==> src/rtl/pc_unit.sv <==
// Fetch-stage program counter: priority next-PC select (trap, redirect, RAS return,
// sequential) with stall hold, misaligned-redirect flagging and a circular return-address stack.
module pc_unit #(
   parameter int                XLEN         = 32,
   parameter logic [XLEN-1:0]   RESET_VECTOR = 32'h0000_0000,
   parameter int                RAS_DEPTH    = 4
) (
   input  logic            clk,
   input  logic            rst_n,
   input  logic            stall,
   input  logic            redirect_valid,
   input  logic [XLEN-1:0] redirect_target,
   input  logic            trap_valid,
   input  logic [XLEN-1:0] trap_vector,
   input  logic            call_push,
   input  logic            ret_pop,
   output logic [XLEN-1:0] pc,
   output logic [XLEN-1:0] pc_plus4,
   output logic            misaligned,
   output logic            ras_empty,
   output logic            ras_full
);

   localparam int PW = $clog2(RAS_DEPTH);
   localparam int CW = $clog2(RAS_DEPTH + 1);
   localparam logic [PW-1:0] ONE_P   = PW'(1);
   localparam logic [CW-1:0] ONE_C   = CW'(1);
   localparam logic [CW-1:0] DEPTH_C = CW'(RAS_DEPTH);

   logic [XLEN-1:0] pc_q, pc_next;
   logic            mis_q, mis_next;
   logic [PW-1:0]   top_q, top_next;
   logic [CW-1:0]   count_q, count_next;
   logic            ras_we;
   logic [PW-1:0]   ras_waddr;
   logic [XLEN-1:0] ras [RAS_DEPTH];

   assign pc         = pc_q;
   assign pc_plus4   = pc_q + XLEN'(4);
   assign misaligned = mis_q;
   assign ras_empty  = (count_q == '0);
   assign ras_full   = (count_q == DEPTH_C);

   // Redirect and trap are single-cycle strobes; nothing is queued or acknowledged.
   always_comb begin
      pc_next    = pc_q;
      mis_next   = 1'b0;
      top_next   = top_q;
      count_next = count_q;
      ras_we     = 1'b0;
      ras_waddr  = top_q;
      if (trap_valid) begin
         pc_next    = trap_vector & ~XLEN'(3);
         count_next = '0;
      end else if (redirect_valid && redirect_target[1:0] == 2'b00) begin
         pc_next = redirect_target;
      end else if (redirect_valid) begin
         mis_next = 1'b1;
      end else if (!stall) begin
         if (ret_pop && !ras_empty) begin
            pc_next = ras[top_q];
            if (call_push) begin
               // Pop-then-push collapses to replacing the top entry in place.
               ras_we = 1'b1;
            end else begin
               top_next   = top_q - ONE_P;
               count_next = count_q - ONE_C;
            end
         end else begin
            pc_next = pc_plus4;
            if (call_push) begin
               ras_we    = 1'b1;
               ras_waddr = top_q + ONE_P;
               top_next  = top_q + ONE_P;
               if (!ras_full) count_next = count_q + ONE_C;
            end
         end
      end
   end

   always_ff @(posedge clk or negedge rst_n) begin
      if (!rst_n) begin
         pc_q    <= RESET_VECTOR;
         mis_q   <= 1'b0;
         top_q   <= '0;
         count_q <= '0;
      end else begin
         pc_q    <= pc_next;
         mis_q   <= mis_next;
         top_q   <= top_next;
         count_q <= count_next;
      end
   end

   // Entry storage is not reset; only the count decides what is valid.
   always_ff @(posedge clk) begin
      if (ras_we) ras[ras_waddr] <= pc_plus4;
   end

endmodule

==> config.mk <==
export PLATFORM = sky130hd
export DESIGN_NAME = pc_unit
export DESIGN_NICKNAME = d
export VERILOG_FILES = /design/src/rtl/pc_unit.sv
export SDC_FILE = /design/constraint.sdc
export NUM_CORES = 1
export LEC_CHECK = 0
export ABC_AREA = 1
export CAP_MARGIN = 20
export CORE_MARGIN = 5
export CORE_UTILIZATION = 55
export CTS_BUF_LIST = sky130_fd_sc_hd__clkbuf_4
export CTS_CLUSTER_DIAMETER = 200
export CTS_CLUSTER_SIZE = 16
export DETAILED_ROUTE_END_ITERATION = 8
export GPL_TIMING_DRIVEN = 0
export PLACE_DENSITY = 0.8
export SYNTH_ARGS = -nofsm -noshare
export SYNTH_HDL_FRONTEND = slang
export SYNTH_SLANG_ARGS = --single-unit
==> constraint.sdc <==
create_clock -name clk -period 4.4 [get_ports clk]
set_clock_uncertainty 0.15 [all_clocks]
set_input_delay 0.66 -clock clk [delete_from_list [all_inputs] [get_ports clk]]
set_output_delay 0.66 -clock clk [all_outputs]
set_load 0.05 [all_outputs]
==> results of run 1 <==
-- layer usage --
metal / GRT usage [%] / up-vias / wire, um
met2: 46.8 / 433 / 11900
met3: 6.04 / 65 / 2700
met5: 0 / - / 0
met4: 12.1 / 0 / 800
li1: - / 3623 / -
met1: 39.9 / 3473 / 10300
-- worst min-delay path: stages (launching register included) --
cell and delay, ps:
dfrtp_1 430, nand2_1 70, nand2_1 60
-- report_power, final --
part	switching [mW]	internal [mW]	leakage, nW
Combinational	1.37	0.596	2.60
Clock	0.576	0.293	0.145
Sequential	0.105	1.84	1.62
Total	2.05	2.72	4.37
-- registers in the layout, summed over array words and instances (netlist names) --
register	count
pc	32
ras	128
top_q	2
count_q	3
misaligned	1
-- cell type report --
class / instances / share of cell area [%]
timing repair buffer: 141 / 14.0
inverter: 85 / 3.03
sequential: 166 / 45.6
buffer: 43 / 2.06
tap: 188 / 2.24
clock buffer: 17 / 1.21
antenna: 1 / 0.0238
multi-input combinational: 717 / 30.5
clock inverter: 15 / 1.36
-- cell families after synthesis --
family / share of synthesized area [%]
AND/OR/NAND/NOR: 27.7
flip-flops: 56.3
buffers and inverters: 6.29
AO/OA/AOI/OAI: 8.25
XOR/XNOR: 1.03
adder cells (fa/ha/maj): 0.382
-- per-stage QoR --
step                total power, mW  setup TNS, ps
floorplan                      3.20              0
global placement               3.85         -89290
detailed placement             3.90              0
CTS                            4.74              0
global route                   5.02              0
finish                         4.78              0
-- Yosys cell counts, types with 2 or more instances --
cell      instances  area [um^2]
xor2_1           10         87.6
o21ai_1          13         65.1
inv_1            80          300
inv_2             5         18.8
nor2_4            6         67.6
nand2_2           4         25.0
o22ai_1           6         37.5
nor2_2            8         50.1
nor2_1          172          646
a32o_1            2         20.0
buf_4             7         52.6
edfxtp_1        128         3840
o211ai_1         12         90.1
nand3_1          52          260
nand4_1           7         43.8
o21ai_0          69          345
dfrtp_1          38          951
a21o_1            2         15.0
nand3b_1          3         22.5
nand2_1         321         1200
a21oi_1          18         90.1
a22oi_1           2         15.0
clkbuf_1         18         67.6
buf_2            17         85.1
-- worst min path at each step --
stage                 from          to  slack, ps  cells past startpoint
global placement    pc[31]      pc[31]        380                      2
finish              pc[31]      pc[31]        430                      2
floorplan            rst_n  count_q[0]        210                      0
detailed placement  pc[31]      pc[31]        400                      2
CTS                  rst_n      pc[31]        420                      2
global route         rst_n      pc[31]        440                      2
==> PnR_summary.wiki, run 1 <==
{| class="wikitable"
! Metric !! Value
|-
| Status || complete, no violations
|-
| Share of flip-flops with an asynchronous set or reset after synthesis || 22.9%
|-
| IR Drop Worst-Case VDD || 223 uV
|-
| Routed wire length per instance || 18.8 um
|-
| Distinct cells, synth || 35
|-
| Total global-route track usage || 29.5%
|-
| Number of buffers added to fix hold violations after cts || 1
|-
| Count of unresolved DRC violations after routing || 0
|-
| TritonCTS clock tree || yes
|-
| Reg2Reg Depth || 9
|-
| Number of resized instances in the post-cts repair step || 0
|-
| Maximum cell stage delay along the critical path || 930 ps
|-
| Worst setup slack for register-to-register paths || 1390 ps
|-
| Clock root buffer || clkbuf_4
|-
| Via count of the routed design || 7594
|-
| Number of flops mapped to enable cells by yosys || 128
|-
| Nature of the critical path endpoint || primary output
|-
| Launch point of the worst reg-to-reg path || top_q[1]
|-
| Clock buffers created by TritonCTS || 17
|-
| Setup WS post-layout || 478 ps
|-
| Final design area excluding fillers || 10500 um^2
|-
| Portion of the post-synthesis area used by sequential elements || 56.3%
|-
| Post-CTS Repair Setup Buffers || 0
|-
| Setup-violating endpoint count in the final report || 0
|-
| Standard-cell rows || 45
|-
| Clk pin slew, worst setup/hold paths || 150 ps
|-
| HPWL Detailed || 18900 um
|-
| First-pass GRT wire length || 40400 um
|-
| Final weighted congestion in routability-driven placement || 0.920
|-
| Final Net Count || 1244
|-
| Crit-path cells || ha_1 -> inv_1 -> nor2_2 -> nand2_2 -> xor2_1 -> clkdlybuf4s50_1
|-
| Die Outline Area || 18100 um^2
|-
| Number of max-capacitance violations reported || 0
|-
| Slew at the pin closest to its max-slew limit || 739 ps
|-
| Number of synthesized register bits || 166
|-
| Total overflow reported by the global router || 0
|-
| Main flop type after synthesis || edfxtp_1
|-
| End-of-flow core utilization || 69.2%
|-
| Deepest clock path buffer count || 2
|-
| Sequential cell area || 4790 um^2
|-
| Signed area change from the synthesized netlist to the final layout || 23.6%
|-
| CP endpoint || pc_plus4[10]
|-
| Worst hold slack || 429 ps
|-
| Routed vias/inst || 5.53
|-
| Unrepaired setup endpoints after global routing || false
|-
| Max Freq || 0.255 GHz
|-
| Height of the die || 134 um
|-
| 1st-iter DRT viols || 844
|-
| Number of nets with antenna violations after routing || 0
|-
| Count of TritonRoute iterations in the first routing pass || 6
|-
| Horizontal extent of the die || 134 um
|-
| Total leakage power || 4.37 nW
|-
| Pin count of the biggest net entering global routing || 25
|-
| Slowest cell on crit path || clkdlybuf4s50_1
|-
| Worst EP arrival || 3110 ps
|-
| Final period util || 89.1%
|-
| Logic depth of the worst setup path including buffers || 6
|-
| Most common cell after layout, fill and taps aside || nand2_1
|-
| Post-Syn Instances || 1011
|-
| Net Count, Synth || 1084
|-
| Crit-path leading delay family || buffers and inverters
|-
| Initial cell density of the core || 56.0%
|-
| Post-Syn Area per Cell || 8.42 um^2
|-
| Start point of the critical path || pc[2]
|-
| H-tree depth || 4
|-
| Post-Syn Area || 8510 um^2
|-
| IO Count || 138
|-
| Cell Area, Placed || 10200 um^2
|-
| Crit path launch type || flop
|-
| Crit path kind || flop to primary output
|-
| Fillers || 1180
|-
| Placed cell count || 1339
|-
| Combined area of the multi-input logic cells || 3210 um^2
|-
| Setup WS pre-CTS || 1060 ps
|-
| DRT Wirelength || 25700 um
|-
| Clock period minus worst slack || 3920 ps
|-
| PortBufs || 135
|-
| Power density of the placed cells || 454 nW/um^2
|-
| Vias in the first global route || 7520
|-
| Min-delay worst type || flop to flop
|-
| Slew Limit Headroom || 50.6%
|-
| Number of antenna violations at the first check in global routing || 1
|-
| Standard cell core area || 15200 um^2
|-
| Clock latency on the worst-skew pair || 580 ps
|-
| Final cell count without fillers || 1373
|-
| Endpoints failing hold || 0
|-
| Sink Count || 166
|-
| Layout cells sized above 1 || 7.85%
|-
| Most frequent cells in the layout || nand2_1, nor2_1, clkdlybuf4s50_1
|-
| Synthesis Warnings || 0
|-
| Required time of the critical path || 3590 ps
|-
| Largest driver fanout on the critical path || 6
|-
| Reg-to-reg endpoint || ras[0][19]
|-
| Number of buffers and inverters on the critical path || 2
|-
| Number of max-slew violations in the final report || 0
|}
(Power assumes the default switching activity.)
==> run 2, diff against run 1 <==
SKIP_LAST_GASP = 1   (was not set)
==> results of run 2 <==
Same layout as run 1: the final DEF is identical, and so are final timing and power.
==> run 3, diff against run 2 <==
CORE_MARGIN = 2   (was 5)
CORE_UTILIZATION = 54   (was 55)
CTS_BUF_LIST = not set   (was sky130_fd_sc_hd__clkbuf_4)
PLACE_DENSITY = 0.79   (was 0.8)
==> PnR_summary.wiki, run 3 (synthesized netlist as in run 1, its figures left out) <==
{| class="wikitable"
! Metric !! Value
|-
| Reg2Reg Depth || 9 (unchanged)
|-
| Number of antenna violations at the first check in global routing || 0 (-1)
|-
| Number of buffers added to fix hold violations after cts || 0 (-1)
|-
| Worst EP arrival || 2990 ps (-120 ps)
|-
| Most flop-heavy register || ras
|-
| Endpoints failing hold || 0 (unchanged)
|-
| Start point of the critical path || pc[2]
|-
| Number of resized instances in the post-cts repair step || 0 (unchanged)
|-
| Clock period minus worst slack || 3800 ps (-124 ps)
|-
| CP endpoint || pc_plus4[10]
|-
| End-of-flow core utilization || 70.6% (+1.4 points)
|-
| Most common cell after layout, fill and taps aside || nand2_1
|-
| PortBufs || 135 (unchanged)
|-
| First-pass GRT wire length || 39800 um (-1.3%)
|-
| Status || complete, no violations
|-
| Largest driver fanout on the critical path || 6 (unchanged)
|-
| Final design area excluding fillers || 10800 um^2 (+2.8%)
|-
| Cell Area, Placed || 10300 um^2 (+0.21%)
|-
| TritonCTS clock tree || yes
|-
| Reg-to-reg endpoint || ras[0][19]
|-
| Final weighted congestion in routability-driven placement || 0.936 (+1.7%)
|-
| Count of unresolved DRC violations after routing || 0 (unchanged)
|-
| Sink Count || 166 (unchanged)
|-
| Power density of the placed cells || 494 nW/um^2 (+8.8%)
|-
| Sequential cell area || 4790 um^2 (unchanged)
|-
| Clk pin slew, worst setup/hold paths || 70 ps (-80 ps)
|-
| Clock latency on the worst-skew pair || 430 ps (-150 ps)
|-
| Post-CTS Repair Setup Buffers || 0 (unchanged)
|-
| Required time of the critical path || 3590 ps (about the same)
|-
| Final Net Count || 1243 (-0.080%)
|-
| IO Count || 138 (unchanged)
|-
| Max FFs per register || 128 (unchanged)
|-
| Slew Limit Headroom || 50.1% (-0.49 points)
|-
| Nature of the critical path endpoint || primary output
|-
| Min-delay worst type || primary input to asynchronous set/reset pin
|-
| Final period util || 86.3% (-2.8 points)
|-
| Horizontal extent of the die || 130 um (-3.6%)
|-
| Setup-violating endpoint count in the final report || 0 (unchanged)
|-
| Total leakage power || 4.48 nW (+2.5%)
|-
| Unrepaired setup endpoints after global routing || false
|-
| Total Neg Setup Slack || 0 ps (unchanged)
|-
| Power Total || 5.34 mW (+12%)
|-
| Fillers || 1230 (+4.2%)
|-
| Height of the die || 130 um (-3.6%)
|-
| Worst setup slack for register-to-register paths || 1310 ps (-80 ps)
|-
| Pin count of the biggest net entering global routing || 24 (-4.0%)
|-
| Crit path kind || flop to primary output
|-
| Number of nets with antenna violations after routing || 0 (unchanged)
|-
| Total overflow reported by the global router || 0 (unchanged)
|-
| Most frequent cells in the layout || nand2_1, nor2_1, clkdlybuf4s50_1
|-
| Crit path launch type || flop
|-
| Standard cell core area || 15300 um^2 (+0.74%)
|-
| Number of max-capacitance violations reported || 0 (unchanged)
|-
| Die Outline Area || 16800 um^2 (-7.1%)
|-
| Launch point of the worst reg-to-reg path || top_q[1]
|-
| IR Drop Worst-Case VDD || 310 uV (+39%)
|-
| DRT Wirelength || 26200 um (+1.7%)
|-
| Deepest clock path buffer count || 2 (unchanged)
|-
| Initial cell density of the core || 55.6% (-0.41 points)
|-
| 1st-iter DRT viols || 831 (-1.5%)
|-
| Signed area change from the synthesized netlist to the final layout || 27.1%
|-
| ANT cells || 0 (-1)
|-
| Routed vias/inst || 5.56 (+0.58%)
|-
| HPWL Detailed || 18900 um (-0.38%)
|-
| Clock buffers created by TritonCTS || 17 (unchanged)
|-
| Slew at the pin closest to its max-slew limit || 746 ps (+7.39 ps)
|-
| Max Freq || 0.263 GHz (+3.3%)
|-
| Standard-cell rows || 45 (unchanged)
|-
| Routed wire length per instance || 18.8 um (+0.23%)
|-
| Layout cells sized above 1 || 7.61% (-0.24 points)
|-
| Vias in the first global route || 7318 (-2.7%)
|-
| Clock root buffer || clkbuf_16
|-
| Number of max-slew violations in the final report || 0 (unchanged)
|-
| H-tree depth || 4 (unchanged)
|-
| Count of TritonRoute iterations in the first routing pass || 5 (-1)
|-
| Via count of the routed design || 7749 (+2.0%)
|-
| Total global-route track usage || 32.4% (+3.0 points)
|-
| Combined area of the multi-input logic cells || 3210 um^2 (unchanged)
|}
-- run 3: cell count changes in the layout (fill, tap and decap cells not counted), moves of 2 or more --
cell,delta
clkinv_2,-2
clkbuf_1,+2
clkbuf_16,+17
clkbuf_4,-17
-- run 3: where the power goes --
part	leakage [nW]	internal, mW	switching [mW]	total (mW)
registers	1.62	1.84	0.105	1.94
clock network	0.262	0.788	0.639	1.43
logic	2.59	0.595	1.38	1.97
total	4.48	3.22	2.12	5.34
-- run 3: area by class of cell --
class / count / share of cell area (%)
Buffer: 43 / 2.00
Clock buffer: 19 / 4.00
Clock inverter: 12 / 1.13
Inverter: 85 / 2.95
Multi-Input combinational cell: 717 / 29.7
Sequential cell: 166 / 44.3
Tap cell: 211 / 2.44
Timing Repair Buffer: 140 / 13.4
-- run 3: worst min-delay path by stage --
stage | slack, ps | to | depth (start not counted) | startpoint
floorplan | 210 | count_q[0] | 0 | rst_n
finish | 20 | pc[22] | 1 | rst_n
detailed placement | 390 | pc[31] | 2 | pc[31]
global placement | 380 | pc[31] | 2 | pc[31]
CTS | 20 | pc[22] | 1 | rst_n
global route | 40 | pc[23] | 1 | rst_n
-- run 3: critical path: stages, from the launching register on --
cell and delay [ps]:
dfrtp_1 440, ha_1 250, inv_1 80, nor2_2 170, nand2_2 130, xor2_1 550, clkdlybuf4s50_1 920
-- run 3: per-layer routing --
layer / up-vias / routed length [um] / track usage, % / share of wire (%)
met5: - / 0 / 0 / 0
met4: 0 / 727 / 13.1 / 2.8
met3: 57 / 2720 / 5.04 / 10
met2: 461 / 12200 / 50.8 / 47
met1: 3610 / 10600 / 45.8 / 40
li1: 3621 / - / - / -
-- run 3: metrics by stage --
stage | hold slack [ps] | setup slack (ps) | instances
5_1_grt | 40.5 | 559 | 1393
3_3_place_gp | 383 | -770 | 1357
4_1_cts | 19.2 | 673 | 1393
3_5_place_dp | 392 | 1020 | 1362
2_1_floorplan | 214 | 1050 | 1011
6_report | 24.2 | 602 | 1393
